===== src/rtl/hazard_ctrl_if.sv =====
// -----------------------------------------------------------------------------
// hazard_ctrl_if
// Bundles the pipeline hazard signals exchanged between the pipeline datapath
// and the hazard controller.
//   ID stage   : id_rs1, id_rs2, id_use_rs1, id_use_rs2
//   EX stage   : ex_rd, ex_reg_wr, ex_mem_reg, ex_branch_taken
//   MEM stage  : mem_req, mem_ready
//   Controls   : pc_stall, if_id_stall, ex_hold, if_flush, id_is_stall[1:0]
//   Status     : mem_err, stall_cnt[31:0], state[1:0]
// master = pipeline side (drives stage info, consumes controls)
// slave  = hazard controller
// -----------------------------------------------------------------------------
interface hazard_ctrl_if;
  logic [4:0]  id_rs1;
  logic [4:0]  id_rs2;
  logic        id_use_rs1;
  logic        id_use_rs2;
  logic [4:0]  ex_rd;
  logic        ex_reg_wr;
  logic        ex_mem_reg;
  logic        ex_branch_taken;
  logic        mem_req;
  logic        mem_ready;
  logic        pc_stall;
  logic        if_id_stall;
  logic        ex_hold;
  logic        if_flush;
  logic [1:0]  id_is_stall;
  logic        mem_err;
  logic [31:0] stall_cnt;
  logic [1:0]  state;

  modport master (
    output id_rs1, id_rs2, id_use_rs1, id_use_rs2, ex_rd, ex_reg_wr,
           ex_mem_reg, ex_branch_taken, mem_req, mem_ready,
    input  pc_stall, if_id_stall, ex_hold, if_flush, id_is_stall,
           mem_err, stall_cnt, state
  );

  modport slave (
    input  id_rs1, id_rs2, id_use_rs1, id_use_rs2, ex_rd, ex_reg_wr,
           ex_mem_reg, ex_branch_taken, mem_req, mem_ready,
    output pc_stall, if_id_stall, ex_hold, if_flush, id_is_stall,
           mem_err, stall_cnt, state
  );
endinterface


===== src/rtl/hazard_ctrl.sv =====
// -----------------------------------------------------------------------------
// hazard_ctrl
// Pipeline hazard controller: load-use bubbles, taken-branch flush bubbles and
// data-memory wait stalls with a timeout abort.
// Ports:
//   clk  - single clock, rising edge
//   rst  - asynchronous active-high reset
//   bus  - hazard_ctrl_if.slave (stage info in, stall/flush controls and
//          status out)
// Parameters:
//   FLUSH_CYCLES - decode bubbles per taken branch (1..15)
//   MEM_TIMEOUT  - maximum MEM_WAIT cycles before abort (1..65535)
// -----------------------------------------------------------------------------
module hazard_ctrl #(
  parameter int unsigned FLUSH_CYCLES = 1,
  parameter int unsigned MEM_TIMEOUT  = 255
) (
  input  logic         clk,
  input  logic         rst,
  hazard_ctrl_if.slave bus
);

  typedef enum logic [1:0] {
    RUN      = 2'd0,
    FLUSH    = 2'd1,
    MEM_WAIT = 2'd2,
    ILLEGAL  = 2'd3
  } state_e;

  localparam logic [3:0]  FLUSH_INIT  = 4'(FLUSH_CYCLES - 1);
  localparam logic [15:0] TIMEOUT     = 16'(MEM_TIMEOUT);
  localparam bit          MULTI_FLUSH = (FLUSH_CYCLES > 1);

  state_e      state_q, state_d;
  logic [3:0]  flush_cnt_q, flush_cnt_d;
  logic [15:0] wait_cnt_q, wait_cnt_d;
  logic        mem_err_q, mem_err_d;
  logic [31:0] stall_cnt_q, stall_cnt_d;

  logic        mem_wait_s;
  logic        load_use_s;
  logic        pc_stall_s;
  logic        if_id_stall_s;
  logic        ex_hold_s;
  logic        if_flush_s;
  logic [1:0]  id_is_stall_s;

  assign mem_wait_s = bus.mem_req & ~bus.mem_ready;
  assign load_use_s = bus.ex_mem_reg & bus.ex_reg_wr & (bus.ex_rd != 5'd0) &
                      ((bus.id_use_rs1 & (bus.id_rs1 == bus.ex_rd)) |
                       (bus.id_use_rs2 & (bus.id_rs2 == bus.ex_rd)));

  // Next-state and combinational control outputs; priority mem wait > branch > load-use.
  always_comb begin
    state_d       = state_q;
    flush_cnt_d   = flush_cnt_q;
    wait_cnt_d    = wait_cnt_q;
    mem_err_d     = mem_err_q;
    pc_stall_s    = 1'b0;
    if_id_stall_s = 1'b0;
    ex_hold_s     = 1'b0;
    if_flush_s    = 1'b0;
    id_is_stall_s = 2'b00;
    case (state_q)
      RUN: begin
        if (mem_wait_s) begin
          pc_stall_s    = 1'b1;
          if_id_stall_s = 1'b1;
          ex_hold_s     = 1'b1;
          wait_cnt_d    = 16'd1;
          state_d       = MEM_WAIT;
        end else if (bus.ex_branch_taken) begin
          if_flush_s    = 1'b1;
          id_is_stall_s = 2'b10;
          if (MULTI_FLUSH) begin
            flush_cnt_d = FLUSH_INIT;
            state_d     = FLUSH;
          end else begin
            flush_cnt_d = 4'd0;
          end
        end else if (load_use_s) begin
          pc_stall_s    = 1'b1;
          if_id_stall_s = 1'b1;
          id_is_stall_s = 2'b01;
        end else begin
          state_d = RUN;
        end
      end
      FLUSH: begin
        // flush_cnt is left untouched on a memory wait so the remaining
        // bubbles resume once memory completes.
        if (mem_wait_s) begin
          pc_stall_s    = 1'b1;
          if_id_stall_s = 1'b1;
          ex_hold_s     = 1'b1;
          wait_cnt_d    = 16'd1;
          state_d       = MEM_WAIT;
        end else begin
          if_flush_s    = 1'b1;
          id_is_stall_s = 2'b10;
          if (flush_cnt_q <= 4'd1) begin
            flush_cnt_d = 4'd0;
            state_d     = RUN;
          end else begin
            flush_cnt_d = flush_cnt_q - 4'd1;
          end
        end
      end
      MEM_WAIT: begin
        pc_stall_s    = ~bus.mem_ready;
        if_id_stall_s = ~bus.mem_ready;
        ex_hold_s     = ~bus.mem_ready;
        if (bus.mem_ready || (wait_cnt_q >= TIMEOUT)) begin
          if (!bus.mem_ready) begin
            mem_err_d = 1'b1;
          end else begin
            mem_err_d = mem_err_q;
          end
          if (flush_cnt_q != 4'd0) begin
            state_d = FLUSH;
          end else begin
            state_d = RUN;
          end
        end else begin
          wait_cnt_d = wait_cnt_q + 16'd1;
        end
      end
      default: begin
        state_d = RUN;
      end
    endcase
  end

  // Stall-cycle counter, saturating.
  always_comb begin
    if (pc_stall_s && (stall_cnt_q != 32'hFFFF_FFFF)) begin
      stall_cnt_d = stall_cnt_q + 32'd1;
    end else begin
      stall_cnt_d = stall_cnt_q;
    end
  end

  // State and counter registers.
  always_ff @(posedge clk or posedge rst) begin
    if (rst) begin
      state_q     <= RUN;
      flush_cnt_q <= 4'd0;
      wait_cnt_q  <= 16'd0;
      mem_err_q   <= 1'b0;
      stall_cnt_q <= 32'd0;
    end else begin
      state_q     <= state_d;
      flush_cnt_q <= flush_cnt_d;
      wait_cnt_q  <= wait_cnt_d;
      mem_err_q   <= mem_err_d;
      stall_cnt_q <= stall_cnt_d;
    end
  end

  // Controls are forced quiet while reset is held, independent of inputs.
  always_comb begin
    if (rst) begin
      bus.pc_stall    = 1'b0;
      bus.if_id_stall = 1'b0;
      bus.ex_hold     = 1'b0;
      bus.if_flush    = 1'b0;
      bus.id_is_stall = 2'b00;
    end else begin
      bus.pc_stall    = pc_stall_s;
      bus.if_id_stall = if_id_stall_s;
      bus.ex_hold     = ex_hold_s;
      bus.if_flush    = if_flush_s;
      bus.id_is_stall = id_is_stall_s;
    end
  end

  assign bus.mem_err   = mem_err_q;
  assign bus.stall_cnt = stall_cnt_q;
  assign bus.state     = state_q;

endmodule


===== src/flat_wrapper.sv =====
// flat-port wrapper written by rule: the top's interface ports become plain ports
module hazard_ctrl_flat 
#(
  parameter int unsigned FLUSH_CYCLES = 1,
  parameter int unsigned MEM_TIMEOUT  = 255
)
  (clk, rst, bus_id_rs1, bus_id_rs2, bus_id_use_rs1, bus_id_use_rs2, bus_ex_rd, bus_ex_reg_wr, bus_ex_mem_reg, bus_ex_branch_taken, bus_mem_req, bus_mem_ready, bus_pc_stall, bus_if_id_stall, bus_ex_hold, bus_if_flush, bus_id_is_stall, bus_mem_err, bus_stall_cnt, bus_state);
  hazard_ctrl_if bus_i ();
  input  logic clk;
  input  logic rst;
  input wire logic [$bits(bus_i.id_rs1)-1:0] bus_id_rs1;
  input wire logic [$bits(bus_i.id_rs2)-1:0] bus_id_rs2;
  input wire logic [$bits(bus_i.id_use_rs1)-1:0] bus_id_use_rs1;
  input wire logic [$bits(bus_i.id_use_rs2)-1:0] bus_id_use_rs2;
  input wire logic [$bits(bus_i.ex_rd)-1:0] bus_ex_rd;
  input wire logic [$bits(bus_i.ex_reg_wr)-1:0] bus_ex_reg_wr;
  input wire logic [$bits(bus_i.ex_mem_reg)-1:0] bus_ex_mem_reg;
  input wire logic [$bits(bus_i.ex_branch_taken)-1:0] bus_ex_branch_taken;
  input wire logic [$bits(bus_i.mem_req)-1:0] bus_mem_req;
  input wire logic [$bits(bus_i.mem_ready)-1:0] bus_mem_ready;
  output wire logic [$bits(bus_i.pc_stall)-1:0] bus_pc_stall;
  output wire logic [$bits(bus_i.if_id_stall)-1:0] bus_if_id_stall;
  output wire logic [$bits(bus_i.ex_hold)-1:0] bus_ex_hold;
  output wire logic [$bits(bus_i.if_flush)-1:0] bus_if_flush;
  output wire logic [$bits(bus_i.id_is_stall)-1:0] bus_id_is_stall;
  output wire logic [$bits(bus_i.mem_err)-1:0] bus_mem_err;
  output wire logic [$bits(bus_i.stall_cnt)-1:0] bus_stall_cnt;
  output wire logic [$bits(bus_i.state)-1:0] bus_state;
  assign bus_i.id_rs1 = bus_id_rs1;
  assign bus_i.id_rs2 = bus_id_rs2;
  assign bus_i.id_use_rs1 = bus_id_use_rs1;
  assign bus_i.id_use_rs2 = bus_id_use_rs2;
  assign bus_i.ex_rd = bus_ex_rd;
  assign bus_i.ex_reg_wr = bus_ex_reg_wr;
  assign bus_i.ex_mem_reg = bus_ex_mem_reg;
  assign bus_i.ex_branch_taken = bus_ex_branch_taken;
  assign bus_i.mem_req = bus_mem_req;
  assign bus_i.mem_ready = bus_mem_ready;
  assign bus_pc_stall = bus_i.pc_stall;
  assign bus_if_id_stall = bus_i.if_id_stall;
  assign bus_ex_hold = bus_i.ex_hold;
  assign bus_if_flush = bus_i.if_flush;
  assign bus_id_is_stall = bus_i.id_is_stall;
  assign bus_mem_err = bus_i.mem_err;
  assign bus_stall_cnt = bus_i.stall_cnt;
  assign bus_state = bus_i.state;
  hazard_ctrl #(.FLUSH_CYCLES(FLUSH_CYCLES), .MEM_TIMEOUT(MEM_TIMEOUT)) u_core (.clk(clk), .rst(rst), .bus(bus_i));
endmodule

===== config.mk =====
export PLATFORM = sky130hd
export DESIGN_NAME = hazard_ctrl_flat
export DESIGN_NICKNAME = d
export VERILOG_FILES = /design/src/rtl/hazard_ctrl_if.sv /design/src/rtl/hazard_ctrl.sv /design/src/flat_wrapper.sv
export SDC_FILE = /design/constraint.sdc
export NUM_CORES = 1
export LEC_CHECK = 0
export ABC_AREA = 0
export BUFFER_PORTS_ARGS = -buffer_cell sky130_fd_sc_hd__buf_2
export CAP_MARGIN = 5
export CORE_ASPECT_RATIO = 1.25
export CORE_MARGIN = 2
export CORE_UTILIZATION = 35
export DETAILED_ROUTE_END_ITERATION = 7
export PLACE_DENSITY = 0.57
export SLEW_MARGIN = 20
export SYNTH_ARGS = -nofsm -noshare
export SYNTH_HDL_FRONTEND = slang
export SYNTH_SLANG_ARGS = --single-unit

===== constraint.sdc =====
create_clock -name clk -period 2.7 [get_ports clk]
set_clock_uncertainty 0.2 [all_clocks]
set_input_delay 0.27 -clock clk [delete_from_list [all_inputs] [get_ports clk]]
set_output_delay 0.27 -clock clk [all_outputs]
set_load 0.005 [all_outputs]

==> reports/results.ini <==
[floorplan]
initial_core_util = 0.357
coreArea_sq_um = 7750
num_io_pins = 65
die_y_um = 103
dieArea_sq_um = 8640
rows = 36
die_x_um = 83.6

[final_layout]
drive_above_1_share = 0.240
diodes = 0
fin_util = 0.425
fin_nets = 369
area_growth_pct = 19.0

[sta]
slew-limit-headroom = 0.637
fmax_mhz = 406
final_hold_viol_count = 0
min_period_ns = 2.46
finalSetupViolCount = 0
fin_crit_sh = 0.913
worst_slew_pin_slew_ns = 0.544
tns_ns = 0
rsz0062_at_grt = false
slew_violations = 0
whs_ns = 0.194

[clocking]
postCtsSetupRepairBufs = 0
cts_root_buf = clkbuf_8
cts.sinks = 55
post_cts_resize_count = 0
path_clk_slew_ns = 0.09
insertion_delay_ns = 0.30
cts_tree = done
h-tree-depth = 2
numCtsBuffers = 5
clk_path_buf_depth = 2

[logic_synthesis]
yosys-top-cells-area = dfrtp_1, xnor2_1, xor2_1
ys_ff_latch = 55
ys.flop_type = dfrtp_1
seq_area_frac_synth = 0.497
synth_edf_count = 0
netlist_area_sq_um = 2770
synth.top_cells.by_count = dfrtp_1, nor2_1, xnor2_1
yosysTopAreaCell = dfrtp_1
syn_inst = 273
synth.most_common_cell = dfrtp_1
synth_area_per_cell_sq_um = 10.1
syn_nets = 301
synth-warning-count = 0
netlist.area_leader.share = 0.497
synth_cell_types = 40
async_reset_ff_frac = 1.00

[route]
ant_nets = 0
wl_mm = 5.93
post_drt_wl_per_cell_um = 13.6
drtPass1Iterations = 4
drc_errors = 0
avgViaCountPerCell = 4.97
vias = 2170
dr.first_iter.drc_count = 90

[setup_path]
r2r_cells = 6
critPathLaunchType = register
cp-end-kind = register
cp.arrival_ns = 2.46
required_ns = 2.70
r2r-end = u_core.bus.stall_cnt[9]
r2r_slack_ns = 0.24
r2r-start = u_core.bus.stall_cnt[3]
path_class = reg -> reg
crit_path_max_fanout = 8

[grt]
globalRoute.totalOverflow = 0
grt_pass1_vias = 2156
grt_pass1_wl_mm = 10.4
grt_max_degree = 32
grt.total_usage = 0.148
grt_antenna_before_repair = 0

[flow_run]
max-cap-violations = 0

[place]
post-dp-hpwl_mm = 4.51
place_congestion = 0.826
numPortBuffers = 64

[power]
p_per_area_nw_per_um2 = 499
irDropWorstVdd_uv = 435
p_leak_nw = 1.67

[hold_path]
hp-class = in -> reg
whs_path_depth = 3
hp-start = bus_mem_ready
min_to = u_core.bus.mem_err

[run_status]
status = finished clean

[placed cells by master (no fill, tap or decap), drive strengths merged, types with 4 or more instances in the layout]
cell,count
nand4,14
dfrtp,55
xnor2,26
xor2,19
clkbuf,7
nor3,5
inv,8
nor2,30
nor2b,10
ha,4
nor4,6
buf,66
nand2,19
a21oi,4
o21ai,10
and3,5
nand3,21
[where the power goes]
group | total, W | switching, W | internal [W]
clock network | 0.000470 | 0.000259 | 0.000211
logic | 0.000247 | 0.000133 | 0.000113
registers | 0.000928 | 0.0000567 | 0.000871
total | 0.00165 | 0.000450 | 0.00120
[critical path, stage by stage, from the launching register on]
cell and delay, ns:
dfrtp_1 0.46, nand4_2 0.19, nor4_1 0.48, nand4_1 0.30
and3b_1 0.37, and3_4 0.23, xor2_1 0.13
[metal layers]
layer	track usage	wire length, um	share of wire
met5	0	0	0
met3	0.0317	224	0.038
met1	0.189	2730	0.46
met2	0.261	2910	0.49
met4	0.0372	72	0.012
[worst max path at each step]
stage / startpoint / end / slack (ns) / cells after the start
final: u_core.bus.stall_cnt[3] / u_core.bus.stall_cnt[9] / 0.24 / 6
after global placement: u_core.bus.stall_cnt[3] / u_core.bus.stall_cnt[9] / 0.22 / 6
after detailed placement: u_core.bus.stall_cnt[3] / u_core.bus.stall_cnt[9] / 0.22 / 6
after global routing: u_core.bus.stall_cnt[3] / u_core.bus.stall_cnt[9] / 0.03 / 6
after CTS: u_core.bus.stall_cnt[3] / u_core.bus.stall_cnt[9] / 0.20 / 6
after floorplan: u_core.bus.stall_cnt[3] / u_core.bus.stall_cnt[9] / 0.59 / 7
[cell families (layout without fill, tap and decap cells)]
family / count (synthesis) / in the layout / share of synthesized area
AND/OR/NAND/NOR: 126 / 126 / 0.240
flip-flops: 55 / 55 / 0.497
XOR/XNOR: 45 / 45 / 0.142
AO/OA/AOI/OAI: 27 / 27 / 0.0669
buffers and inverters: 14 / 83 / 0.0271
adder cells (fa/ha/maj): 4 / 4 / 0.0181
multiplexers: 2 / 2 / 0.00813
[area by class of cell]
| type | instances | area, sq um |
|---|---|---|
| fillers | 801 | 4450 |
| multi-input cells | 204 | 1320 |
| clock inverters | 1 | 8.76 |
| repair buffers | 67 | 358 |
| clock buffers | 7 | 86.3 |
| flip-flops and latches | 55 | 1380 |
| inverters | 8 | 30.0 |
| well taps | 95 | 119 |
[stage by stage]
| stage | cell area [sq um] | cells | total power, W | setup WS (ns) |
|---|---|---|---|---|
| 3_3_place_gp | 3190 | 428 | 0.00119 | 0.219 |
| 2_1_floorplan | 2770 | 273 | 0.00109 | 0.593 |
| 4_1_cts | 3300 | 437 | 0.00167 | 0.197 |
| 5_1_grt | 3300 | 437 | 0.00175 | 0.0277 |
| 6_report | 3300 | 437 | 0.00165 | 0.236 |
| 3_5_place_dp | 3190 | 428 | 0.00120 | 0.217 |
[registers in the layout, summed over array words and instances (netlist names)]
signal                cells
u_core.bus.state          2
u_core.bus.mem_err        1
u_core.wait_cnt_q        16
u_core.bus.stall_cnt     32
u_core.flush_cnt_q        4
[timing repair]
item                                    4_1_cts  5_1_grt
endpoints found under the setup margin        0        0
hold buffers                                  1        0
hold endpoints to repair                     24        0
No activity file was read; power rests on OpenSTA's default activity.
